[config.mk]
export PLATFORM = sky130hd
export DESIGN_NAME = demux_rr_dispatcher
export DESIGN_NICKNAME = d
export VERILOG_FILES = /design/src/rtl/demux_pkg.sv /design/src/rtl/demux_rr_dispatcher_rr_pick.sv /design/src/rtl/demux_rr_dispatcher.sv
export SDC_FILE = /design/constraint.sdc
export NUM_CORES = 1
export LEC_CHECK = 0
export ABC_AREA = 1
export CAP_MARGIN = 30
export CORE_ASPECT_RATIO = 0.6
export CORE_MARGIN = 1.5
export CORE_UTILIZATION = 35
export CTS_BUF_LIST = sky130_fd_sc_hd__clkbuf_4 sky130_fd_sc_hd__clkbuf_8
export DETAILED_ROUTE_END_ITERATION = 8
export GPL_ROUTABILITY_DRIVEN = 0
export GPL_TIMING_DRIVEN = 0
export HOLD_SLACK_MARGIN = 0.1
export PLACE_DENSITY = 0.57
export SLEW_MARGIN = 5
export SYNTH_ARGS = -nofsm -noshare
export SYNTH_HDL_FRONTEND = slang
export SYNTH_SLANG_ARGS = --single-unit
[constraint.sdc]
create_clock -name clk -period 3.55 [get_ports clk]
set_input_delay 0.71 -clock clk [delete_from_list [all_inputs] [get_ports clk]]
set_output_delay 0.71 -clock clk [all_outputs]
set_load 0.01 [all_outputs]
[src/rtl/demux_pkg.sv]
// Shared types and constants for the DEMUX feeder and its round-robin picker.
package demux_pkg;

    localparam int N_CH  = 4;
    localparam int SEL_W = 2;

    typedef enum logic {
        IDLE = 1'b0,
        HOLD = 1'b1
    } disp_state_t;

    typedef logic [SEL_W-1:0] ch_sel_t;

    // Next channel index, wrapping 3 -> 0 through the natural width of ch_sel_t.
    function automatic ch_sel_t ch_inc(input ch_sel_t ch);
        return ch_sel_t'(ch + ch_sel_t'(1));
    endfunction

endpackage

[src/rtl/demux_rr_dispatcher_rr_pick.sv]
// Rotate-priority picker: the first requesting channel at or above ptr wins,
// scanning upward and wrapping past the top channel. With no request the
// pointer itself is returned and any is low.
module rr_pick
    import demux_pkg::*;
(
    input  logic [N_CH-1:0] req,
    input  ch_sel_t         ptr,
    output ch_sel_t         pick,
    output logic            any
);

    ch_sel_t idx;

    // Scan from the farthest offset back toward ptr so the nearest request is the last written.
    always_comb begin
        // NOTE: every output of a combinational block gets a default before any branch; otherwise paths that skip an assignment infer a latch.
        pick = ptr;
        any  = 1'b0;
        idx  = ptr;
        for (int k = N_CH - 1; k >= 0; k--) begin
            idx = ptr + ch_sel_t'(k);
            if (req[idx]) begin
                pick = idx;
                any  = 1'b1;
            end
        end
    end

endmodule

[src/rtl/demux_rr_dispatcher.sv]
// One-beat holding stage in front of a 1-to-4 DEMUX. Each accepted beat gets
// a destination channel (fixed or round-robin over ready sinks) that is frozen
// until the beat is delivered; delivered beats are counted per channel.
module demux_rr_dispatcher
    import demux_pkg::*;
#(
    parameter int DATA_W  = 1,
    parameter int COUNT_W = 8
) (
    input  logic                    clk,
    input  logic                    rst_n,
    input  logic                    in_valid,
    input  logic [DATA_W-1:0]       in_data,
    output logic                    in_ready,
    input  logic                    mode_fixed,
    input  logic [SEL_W-1:0]        fixed_sel,
    input  logic [N_CH-1:0]         ch_ready,
    output logic                    out_valid,
    output logic [SEL_W-1:0]        sel,
    output logic [DATA_W-1:0]       dout,
    output logic [N_CH*COUNT_W-1:0] beat_cnt
);

    disp_state_t        state;
    disp_state_t        state_nxt;
    ch_sel_t            sel_q;
    ch_sel_t            rr_ptr;
    ch_sel_t            rr_choice;
    ch_sel_t            pick_sel;
    logic               rr_any;
    logic [DATA_W-1:0]  dout_q;
    logic [COUNT_W-1:0] cnt_q [N_CH];
    logic               out_fire;
    logic               in_fire;

    // Handshakes: a new beat may enter when the slot is empty or emptying this cycle.
    assign out_fire = out_valid & ch_ready[sel_q];
    assign in_ready = rst_n & (~out_valid | out_fire);
    assign in_fire  = in_valid & in_ready;

    rr_pick u_rr_pick (
        .req  (ch_ready),
        .ptr  (rr_ptr),
        .pick (rr_choice),
        .any  (rr_any)
    );

    // Destination for a beat accepted this cycle; with nothing ready round-robin falls back to rr_ptr.
    always_comb begin
        pick_sel = rr_ptr;
        if (mode_fixed) begin
            pick_sel = fixed_sel;
        end else if (rr_any) begin
            pick_sel = rr_choice;
        end
    end

    // State register.
    always_ff @(posedge clk) begin
        // NOTE: clocked state uses non-blocking assignments so every register samples pre-edge values regardless of block order.
        if (!rst_n) begin
            state <= IDLE;
        end else begin
            state <= state_nxt;
        end
    end

    // Next-state logic: HOLD persists while a beat is held or being replaced back-to-back.
    always_comb begin
        state_nxt = state;
        case (state)
            IDLE: begin
                if (in_fire) begin
                    state_nxt = HOLD;
                end
            end
            HOLD: begin
                if (out_fire && !in_fire) begin
                    state_nxt = IDLE;
                end
            end
            default: state_nxt = IDLE;
        endcase
    end

    // Output decode: the held beat is presented straight from the holding register.
    always_comb begin
        out_valid = (state == HOLD);
        sel       = sel_q;
        dout      = dout_q;
    end

    // Holding register: loads only on in_fire, so sel/dout stay frozen while stalled.
    always_ff @(posedge clk) begin
        if (!rst_n) begin
            sel_q  <= '0;
            dout_q <= '0;
        end else if (in_fire) begin
            sel_q  <= pick_sel;
            dout_q <= in_data;
        end
    end

    // Round-robin pointer advances past the chosen channel only for round-robin beats.
    always_ff @(posedge clk) begin
        if (!rst_n) begin
            rr_ptr <= '0;
        end else if (in_fire && !mode_fixed) begin
            rr_ptr <= ch_inc(pick_sel);
        end
    end

    // Per-channel delivered-beat counters, indexed by the outgoing (old) sel; wrap silently.
    always_ff @(posedge clk) begin
        if (!rst_n) begin
            // NOTE: this array is small debug state that must read zero after reset, so every entry is cleared explicitly; large storage arrays are normally left unreset.
            for (int i = 0; i < N_CH; i++) begin
                cnt_q[i] <= '0;
            end
        end else if (out_fire) begin
            cnt_q[sel_q] <= cnt_q[sel_q] + COUNT_W'(1);
        end
    end

    // Flatten the counter array onto the stats bus, channel i at [i*COUNT_W +: COUNT_W].
    for (genvar g = 0; g < N_CH; g++) begin : g_cnt_out
        assign beat_cnt[g*COUNT_W +: COUNT_W] = cnt_q[g];
    end

endmodule

==> results.toml, run 1 <==
[worst_setup_path]
rr_startpoint = "sel[1]"
slowest_stage = "clkdlybuf4s50_1"
crit_required_ns = 2.84
r2r-end = "cnt_q[1][0]"
rrSetupSlack_ns = 1.21
cpPeakStageDelay_ns = 0.56
critPathKind = "in2out"
critPathLaunchType = "input pin"
ff2ff_path_depth = 8
crit_family = "buffers and inverters"
arrival_ns = 2.40
cp_cell_sequence = "clkdlybuf4s50_1 -> inv_1 -> nor2_1 -> a21oi_2 -> nand3_1 -> nand2_1 -> inv_1 -> clkdlybuf4s50_1"
endpoint_kind = "output port"
critPathMaxFanout = 5
critPathBufInv = 4

[power]
peakVddDrop_uv = 191
p_int_uw = 800
sw_frac_of_total_pct = 30.2
pwr-share-clk_pct = 26.9
powerDensity_nw_per_um2 = 397
seq_power_share_pct = 48.3
combinationalPowerShare_pct = 24.8
power.switching_uw = 346
leakage_nw = 1.21

[logic_synthesis]
synth_top_area_share_pct = 43.4
ys_seq_area_share_pct = 50.6
synth_compound_area_share_pct = 9.77
yosysTopAreaCell = "edfxtp_1"
synth_fp_nets = 266
synthAdderAreaFrac_pct = 0.565
synthTopCellsByArea = "edfxtp_1, nand2_1, dfxtp_1"
synth-simple-area-share_pct = 28.7
synth.area.mux_share_pct = 0
synth_cell_types = 35
synth_xor_area_share_pct = 0.395
syn_area_um2 = 2210
ys_ff_latch = 40
synthCells = 254
synth_area_per_cell_um2 = 8.72
yosys_warnings = 0
synth_top_family_by_area = "simple AND/OR/NAND/NOR gates"

[drt]
wl_met3_um = 476
drtIter0Drc = 101
drtPass1Iterations = 5
avgViaCountPerCell = 4.71
via_count = 1857
met1_length_um = 3200
wl_per_cell_um = 14.8
drc = 0
met2_length_um = 2100
top_layer_used = "met4"
routed_wl_um = 5820
antenna_left = 0

[floorplanning]
die_y_um = 64.6
ioPinCount = 48
core_um2 = 6110
floorplan.rows = 22
initial_core_util_pct = 36.2
die_w_um = 106
fp.dieArea_um2 = 6830

[sta]
max_clock_freq_mhz = 321
fin_crit_ns = 3.11
setup_viol = 0
grt_setup_unrepaired = "no"
slew_headroom_pct = 61.6
slew_viol_final = 0
hold_viol = 0
clock_skew_ns = 0.00776
tightestPinTransition_ns = 0.572
period_share_pct = 87.7
tns_ns = 0

[status]
status = "finished, final reports clean"

[clocking]
tritoncts = "yes"
hold_buffers = 0
clk_latency_ns = 0.29
cts_buffers = 5
cts_resized = 0
clk_path_buf_depth = 2
cts_setup_buffers = 0
cts_sinks = 40
path_clk_slew_ns = 0.07
ctsRootBufferMaster = "clkbuf_8"
cts_max_level = 2

[hold_path]
whs_path_depth = 2
hp-class = "reg2reg"
min_to = "dout"
worstHoldStart = "dout"

[finish]
area_growth_pct = 30.3
drive_gt1_share_pct = 17.4
insertedDiodeCount = 0
filler_cell_count = 616
finish.utilization_pct = 47.2
nets = 321
postLayoutCellArea_um2 = 2890
fin_cells = 394

[placement]
port_buffers = 47
place_area_um2 = 2800
dpl.cell_count = 386
hpwl_um = 4460

[grt]
grt_max_degree = 13
grt.overflow.total = 0
grt_usage_pct = 18.7
grt_pass1_vias = 1744
grt_antenna_before_repair = 0
grt_pass1_wl_um = 9470

[flow_run]
max_cap_viol_count = 0
## registers in the layout (all words and copies together), names as in the netlist, named ones only
name,flops
sel,2
out_valid,1
rr_ptr,2
cnt_q,32
dout,1
## cell usage after synthesis
library cell  number
a21oi_1           11
a21oi_2            1
a21oi_4            1
a32oi_1            1
and3_1             1
buf_12             1
buf_4              1
buf_6              2
clkbuf_1           1
clkinv_1           1
clkinv_2           1
dfxtp_1            8
edfxtp_1          32
ha_1               1
inv_1             33
inv_2              5
inv_4              1
inv_6              1
nand2_1           57
nand2_2            9
nand2_4            2
nand3_1           18
nand3_2            5
nand4_1            4
nor2_1            28
nor2_2             6
nor2_4             2
o211ai_1           2
o211ai_2           2
o21ai_0            7
o21ai_1            2
o21ai_2            4
o31ai_1            1
or2_2              1
xor2_1             1
## kinds of logic after synthesis
group,Yosys count
buffers and inverters,47
AND/OR/NAND/NOR,133
adder cells (fa/ha/maj),1
XOR/XNOR,1
flip-flops,40
AO/OA/AOI/OAI,32
## power groups by stage
| stage | registers, mW | logic, mW | clock network (mW) |
|---|---|---|---|
| global route | 0.556 | 0.313 | 0.335 |
| finish | 0.553 | 0.284 | 0.309 |
| global placement | 0.564 | 0.280 | 0 |
| floorplan | 0.571 | 0.165 | 0 |
| CTS | 0.553 | 0.286 | 0.310 |
| detailed placement | 0.563 | 0.285 | 0 |
## per-stage QoR
step / total power, mW / hold slack, ns / setup WS [ns]
after floorplan: 0.736 / 0.487 / 1.43
after global placement: 0.844 / 0.460 / 0.100
after detailed placement: 0.848 / 0.457 / 0.440
after CTS: 1.15 / 0.467 / 0.439
after global routing: 1.20 / 0.496 / 0.293
final: 1.15 / 0.462 / 0.437
## area by class of cell
cell class,count,area (um2),area share (%)
flip-flops and latches,40,1120,38.8
repair buffers,48,478,16.6
clock buffers,7,83.8,2.90
multi-input cells,167,873,30.3
well taps,84,105,3.64
inverters,42,166,5.77
plain buffers,5,53.8,1.86
clock inverters,1,5.00,0.173
## layout by cell type, fill, tap and decap left out, types with 3 or more instances in the layout
cell / Yosys / layout
edfxtp_1: 32 / 32
nand3_2: 5 / 5
nand2_2: 9 / 9
o21ai_0: 7 / 6
dfxtp_1: 8 / 8
inv_2: 5 / 5
nand4_1: 4 / 4
nand3_1: 18 / 18
nand2_1: 57 / 57
clkdlybuf4s50_1: 0 / 47
nor2_2: 6 / 6
o21ai_2: 4 / 4
nor2_1: 28 / 28
o21ai_1: 2 / 3
clkbuf_8: 0 / 5
a21oi_1: 11 / 11
inv_1: 33 / 33
## worst max path at each step
stage,startpoint,slack (ns),depth (start not counted),endpoint
global placement,ch_ready[3],0.10,7,cnt_q[3][6]
finish,ch_ready[3],0.44,8,in_ready
detailed placement,ch_ready[3],0.44,8,in_ready
floorplan,ch_ready[1],1.43,6,cnt_q[3][0]
CTS,ch_ready[3],0.44,8,in_ready
global route,ch_ready[3],0.29,8,in_ready
## worst register-to-register path: stages (launching register included)
cell     delay, ns
dfxtp_1       0.45
nand2_1       0.21
inv_2         0.11
a21oi_2       0.06
nand2_1       0.08
nand2_2       0.07
nor2_4        0.26
nand3_2       0.31
nand2_1       0.45
## metal layers
layer	track usage, %	vias to the layer above
li1	-	939
met1	30.7	844
met2	23.7	66
met3	4.23	8
met4	4.05	0
met5	0	-
(Power assumes the default switching activity.)
==> run 2: changes to the inputs <==
Settings changed: RECOVER_POWER set to 100.
==> run 2 against run 1 <==
Critical path depth unchanged; clock skew decreased by 0.00096 ns; routed wire length increased by 0.98%; setup slack got worse by 0.080 ns; clock power about the same.
==> results.toml, run 2 (same netlist as run 1, synthesis figures left out) <==
[grt]
grt_pass1_wl_um = 9470
grt.overflow.total = 0
grt_usage_pct = 18.7
grt_antenna_before_repair = 0
grt_pass1_vias = 1744
grt_max_degree = 13

[worst_setup_path]
rr_startpoint = "sel[1]"
crit_start = "ch_ready[3]"
r2r-end = "cnt_q[0][3]"
critPathLaunchType = "input pin"
endpoint_kind = "output port"
arrival_ns = 2.48
rrSetupSlack_ns = 0.98
ff2ff_path_depth = 8
critPathKind = "in2out"
crit_end = "in_ready"
crit_required_ns = 2.84
critPathMaxFanout = 5

[drt]
via_count = 1863
antenna_left = 0
drc = 0
drtIter0Drc = 131
wl_per_cell_um = 14.9
routed_wl_um = 5880
drtPass1Iterations = 5
avgViaCountPerCell = 4.73

[power]
power.switching_uw = 343
peakVddDrop_uv = 191
p_int_uw = 790
powerDensity_nw_per_um2 = 397
sw_frac_of_total_pct = 30.3
pwr-share-clk_pct = 27.2
seq_power_share_pct = 48.7
combinationalPowerShare_pct = 24.1
leakage_nw = 1.26

[sta]
setup_viol = 0
slew_headroom_pct = 41.8
slew_viol_final = 0
period_share_pct = 89.9
grt_setup_unrepaired = "no"
fin_crit_ns = 3.19
max_clock_freq_mhz = 313
tns_ns = 0
hold_viol = 0
clock_skew_ns = 0.00681
tightestPinTransition_ns = 0.865

[finish]
filler_cell_count = 616
area_growth_pct = 28.9
nets = 321
largest_reg_flops = 32
layout_common_cells = "nand2_1, dlygate4sd3_1, inv_1"
final_common_cell = "nand2_1"
regMostFlops = "cnt_q"
finish.utilization_pct = 46.7
insertedDiodeCount = 0
drive_gt1_share_pct = 14.5
postLayoutCellArea_um2 = 2850
multiInputGateArea_um2 = 845
seqCellArea_um2 = 1120

[clocking]
cts_sinks = 40
cts_max_level = 2
tritoncts = "yes"
clk_latency_ns = 0.29
clk_path_buf_depth = 2
ctsRootBufferMaster = "clkbuf_8"
hold_buffers = 0
cts_buffers = 5
cts_resized = 0
path_clk_slew_ns = 0.07
cts_setup_buffers = 0

[floorplanning]
ioPinCount = 48
core_um2 = 6110
fp.dieArea_um2 = 6830
die_w_um = 106
die_y_um = 64.6
floorplan.rows = 22
initial_core_util_pct = 36.2

[flow_run]
max_cap_viol_count = 0

[placement]
place_area_um2 = 2800
hpwl_um = 4460
port_buffers = 47

[status]
status = "finished, final reports clean"

[hold_path]
hp-class = "reg2reg"
whs_path_depth = 2
[run 2: metal layers]
layer  track usage [%]  share of wire [%]
met5                 0                  0
met1              30.7                 56
met2              23.7                 36
met3              4.23                6.9
met4              4.05               0.73
[run 2: critical path: stages]
cell and delay (ns):
dlygate4sd3_1 0.61, inv_1 0.14, nor2_1 0.06, a21oi_1 0.16
nand3_1 0.18, nand2_1 0.10, inv_1 0.04, clkdlybuf4s50_1 0.48
[run 2: layout make-up]
type / count / area share [%]
Multi-Input combinational cell: 167 / 29.6
Inverter: 42 / 5.83
Clock buffer: 7 / 2.94
Timing Repair Buffer: 48 / 16.6
Tap cell: 84 / 3.68
Sequential cell: 40 / 39.3
Buffer: 5 / 1.89
Clock inverter: 1 / 0.175
[run 2: power groups by stage]
| stage | registers, mW | logic [mW] | clock network, mW |
|---|---|---|---|
| after floorplan | 0.571 | 0.165 | 0 |
| after global placement | 0.564 | 0.280 | 0 |
| after detailed placement | 0.563 | 0.285 | 0 |
| after CTS | 0.553 | 0.286 | 0.310 |
| after global routing | 0.555 | 0.300 | 0.335 |
| final | 0.552 | 0.273 | 0.309 |
[run 2: worst min path at each step]
stage               from  endpoint
floorplan           dout      dout
global placement    dout      dout
detailed placement  dout      dout
CTS                 dout      dout
global route        dout      dout
finish              dout      dout
[run 2: through the flow]
step	hold WS, ns	instances	total power, mW	worst slack (ns)
final	0.461	394	1.13	0.357
after global routing	0.495	394	1.19	0.200
after CTS	0.467	394	1.15	0.439
after detailed placement	0.457	386	0.848	0.440
after global placement	0.460	385	0.844	0.100
after floorplan	0.487	254	0.736	1.43
==> edit 1 (settings of run 2) <==
Put a register stage on the output `beat_cnt`, with the module's reset. The value now appears one clock later. The other outputs are not delayed to match.
--- a/src/rtl/demux_rr_dispatcher.sv
+++ b/src/rtl/demux_rr_dispatcher.sv
@@ -20,6 +20,8 @@
     output logic [DATA_W-1:0]       dout,
     output logic [N_CH*COUNT_W-1:0] beat_cnt
 );
+
+    logic [N_CH*COUNT_W-1:0] beat_cnt_d;
 
     disp_state_t        state;
     disp_state_t        state_nxt;
@@ -124,7 +126,15 @@
 
     // Flatten the counter array onto the stats bus, channel i at [i*COUNT_W +: COUNT_W].
     for (genvar g = 0; g < N_CH; g++) begin : g_cnt_out
-        assign beat_cnt[g*COUNT_W +: COUNT_W] = cnt_q[g];
+        assign beat_cnt_d[g*COUNT_W +: COUNT_W] = cnt_q[g];
+    end
+
+    always_ff @(posedge clk) begin
+        if (!rst_n) begin
+            beat_cnt <= '0;
+        end else begin
+            beat_cnt <= beat_cnt_d;
+        end
     end
 
 endmodule
Behaviour: not the same (Yosys sat finds a counterexample within 4 cycles, from zero or initial values and one cycle with rst_n low).
==> edit 1 against run 2 <==
Cell area up 38%. Maximum frequency rose by 2.0%. Die area rose by 41%. Final cell count grew 37%. Synthesized area up 43%. Setup slack better by 63 ps. Total power up 63%. Highest routed layer unchanged. Routed wire length grew 24%. Critical endpoint unchanged. Sequential cell count grew 32. Utilization fell by 0.88 points. Sequential share of layout area grew 5.3 points. Clock skew up 3.4 ps. Sequential power grew 67%. Critical path type unchanged. Largest cell class unchanged.
==> edit 1: results (changes against run 2) <==
detailed_routing:
  wl_met2_um: 3103  # +45%
  finalWirelength_um: 7317  # +24%
  wirelength_met1_um: 3690  # +12%
  viasPerCell: 4.567  # -3.4%
  route.met3.wl_um: 448  # +11%
  drtIter0Drc: 192  # +47%
  wire_per_inst_um: 13.60  # -8.9%
  firstDrtPassIters: 7  # +2
power:
  p_leak_nw: 1.918  # +53%
  comb_power_share: 0.141  # -0.100
  vdd_drop_max_mv: 0.2020  # +5.8%
  power.switching_uw: 474.5  # +38%
sta:
  slew_headroom: 0.3849  # -0.03270
  finalClockSkew_ps: 10.21  # +3.400 ps
yosys:
  synth_compound_area_frac: 0.06220  # -0.03554
  synthAdderAreaFrac: 0.003962  # -0.001688
  synthFlopType: "dfxtp_1"
  synth_area_leaders: "edfxtp_1 30%, dfxtp_1 25%, nand2_1 13%"
  synth_cells: 363  # +43%
  syn-num-nets: 375  # +41%
  synth_cell_types: 33  # -5.7%
  ys_seq_area_frac: 0.5578  # +0.05163
  synth_common_cells: "106 x nand2_1, 49 x inv_1, 40 x dfxtp_1"
  yosys.area_share.xor_xnor: 0.002773  # -0.001181
global_routing:
  first_global_vias: 2354  # +35%
  grt_pass1_wl_um: 12010  # +27%
  track_usage: 0.1628  # -0.02372
  grtUsageMet3: 0.05618  # +0.01393
  grt_use_met1: 0.2296  # -0.07775
status:
  status: "complete, no violations"
place:
  dp_cells: 522  # +35%
  io_buffers: 46  # -2.1%
  place_ws_ps: 456.4  # +16.45 ps
final_layout:
  final_nets: 433  # +35%
  drive_above_1_share: 0.1315  # -0.01371
worst_setup_path:
  worstPathMaxFanout: 4  # -1
clock_network:
  clock_latency_ps: 350  # +60 ps
  cts-htree-levels: 3  # +1
==> edit 1: cell type report <==
| class | instances | area [um^2] |
|---|---|---|
| plain buffers | 11 | 87.58 |
| well taps | 112 | 140.1 |
| clock inverters | 3 | 42.54 |
| clock buffers | 13 | 160.2 |
| repair buffers | 47 | 464.2 |
| fillers | 835 | 4671 |
| inverters | 61 | 239.0 |
| flip-flops and latches | 72 | 1762 |
| multi-input cells | 219 | 1055 |
==> edit 1: power groups by stage <==
stage	Combinational (mW)	Sequential, mW	Clock, mW
4_1_cts	0.271	0.924	0.684
3_3_place_gp	0.266	0.942	0
3_5_place_dp	0.269	0.943	0
2_1_floorplan	0.166	0.948	0
5_1_grt	0.288	0.927	0.719
6_report	0.259	0.923	0.662
==> edit 1: final timing paths <==
check,end,slack (ps),cells past startpoint,start
setup / recovery,in_ready,420,8,ch_ready[0]
hold / removal,beat_cnt[15],460,2,cnt_q[1][7]
setup reg to reg,cnt_q[0][5],1040,8,sel[0]
hold reg to reg,beat_cnt[15],460,2,cnt_q[1][7]
==> edit 2 (flow settings as in run 2) <==
Without the edit above. Change the parameter `COUNT_W` from 8 to 9.
--- a/src/rtl/demux_rr_dispatcher.sv
+++ b/src/rtl/demux_rr_dispatcher.sv
@@ -5,7 +5,7 @@
     import demux_pkg::*;
 #(
     parameter int DATA_W  = 1,
-    parameter int COUNT_W = 8
+    parameter int COUNT_W = 9
 ) (
     input  logic                    clk,
     input  logic                    rst_n,
Ports: changed (resized beat_cnt); port bits go from 48 to 52. No check against the original RTL was run, so the function may have changed too.
==> edit 2 against run 2 <==
Total power increased by 5.5%. Sequential cell count increased by 4. Routed wire length increased by 5.7%. Clock skew decreased by 1.1 ps. Cell area increased by 7.7%. Register-to-register slack about the same. Via count increased by 11%. Synthesized cell count increased by 13%. Synthesized area increased by 8.7%. Utilization decreased by 0.66 points. Setup slack improved by 39 ps. Die area increased by 8.4%.
==> edit 2: results (changes against run 2) <==
status:
  status: "complete, no violations"
final_layout:
  seq_area_um2: 1241  # +11%
  drive_above_1_share: 0.09222  # -0.05294
  multi_input_area_um2: 935.9  # +11%
  design_area_um2: 3074  # +7.7%
  num-multi-input-gates: 201  # +20%
  nFillCells: 682  # +11%
  clockNetworkAreaShare: 0.02890  # -0.002230
  final_nets: 358  # +12%
  buffer_area_frac: 0.1836  # -0.001449
clock_network:
  cts_sinks: 44  # +10%
place:
  dp.final_hpwl_um: 4635  # +4.0%
  place_ws_ps: 502.2  # +62.21 ps
  placed_area_um2: 3034  # +8.5%
detailed_routing:
  wire_per_inst_um: 14.32  # -4.1%
  drtIter0Drc: 163  # +24%
  wl_met2_um: 2320  # +8.7%
sta:
  slew_headroom: 0.4203  # +0.002763
  hold_slack_ps: 468.0  # +7.270 ps
yosys:
  ys_seq_area_frac: 0.5156  # +0.009378
  syn-num-nets: 299  # +12%
  synth_edf_count: 36  # +13%
  syn_area_um2: 2407  # +8.7%
  synthAdderAreaFrac: 0.005198  # -0.0004522
power:
  p_int_uw: 840.4  # +6.4%
  vdd_drop_max_mv: 0.1698  # -11%
  clk-power_uw: 319  # +3%
  pwr-share-seq: 0.505  # +0.018
global_routing:
  first_global_vias: 1825  # +4.6%
  grt_use_met1: 0.2864  # -0.02100
  track_usage: 0.1789  # -0.007639
worst_setup_path:
  cp-startpoint: "ch_ready[1]"
  r2r-end: "cnt_q[0][4]"
edit 2: cell count changes after synthesis, sizes merged, moves of 4 or more:
| cell | before | now |
|---|---|---|
| o211ai | 4 | 0 |
| nand3 | 23 | 35 |
| o21ai | 13 | 8 |
| nor2 | 36 | 43 |
| edfxtp | 32 | 36 |
| nand2 | 68 | 95 |
| inv | 40 | 36 |
| nor3 | 0 | 5 |
| a21oi | 13 | 3 |
edit 2: cell families (layout without fill, tap and decap cells):
group | after synthesis | in the layout
AOI/OAI and AO/OA | 16 | 16
buffers and inverters | 42 | 102
adders and majority gates | 1 | 1
and+or+nand+nor | 183 | 183
xor gates and xnor gates | 1 | 1
DFF | 44 | 44
edit 2: worst max-delay path, stage by stage:
cell and delay (ps):
dlygate4sd3_1 560, inv_1 80, nand2_1 50, nand3_1 70
o221ai_1 150, nand2b_1 230, nand2_1 80, inv_1 40
clkdlybuf4s50_1 460
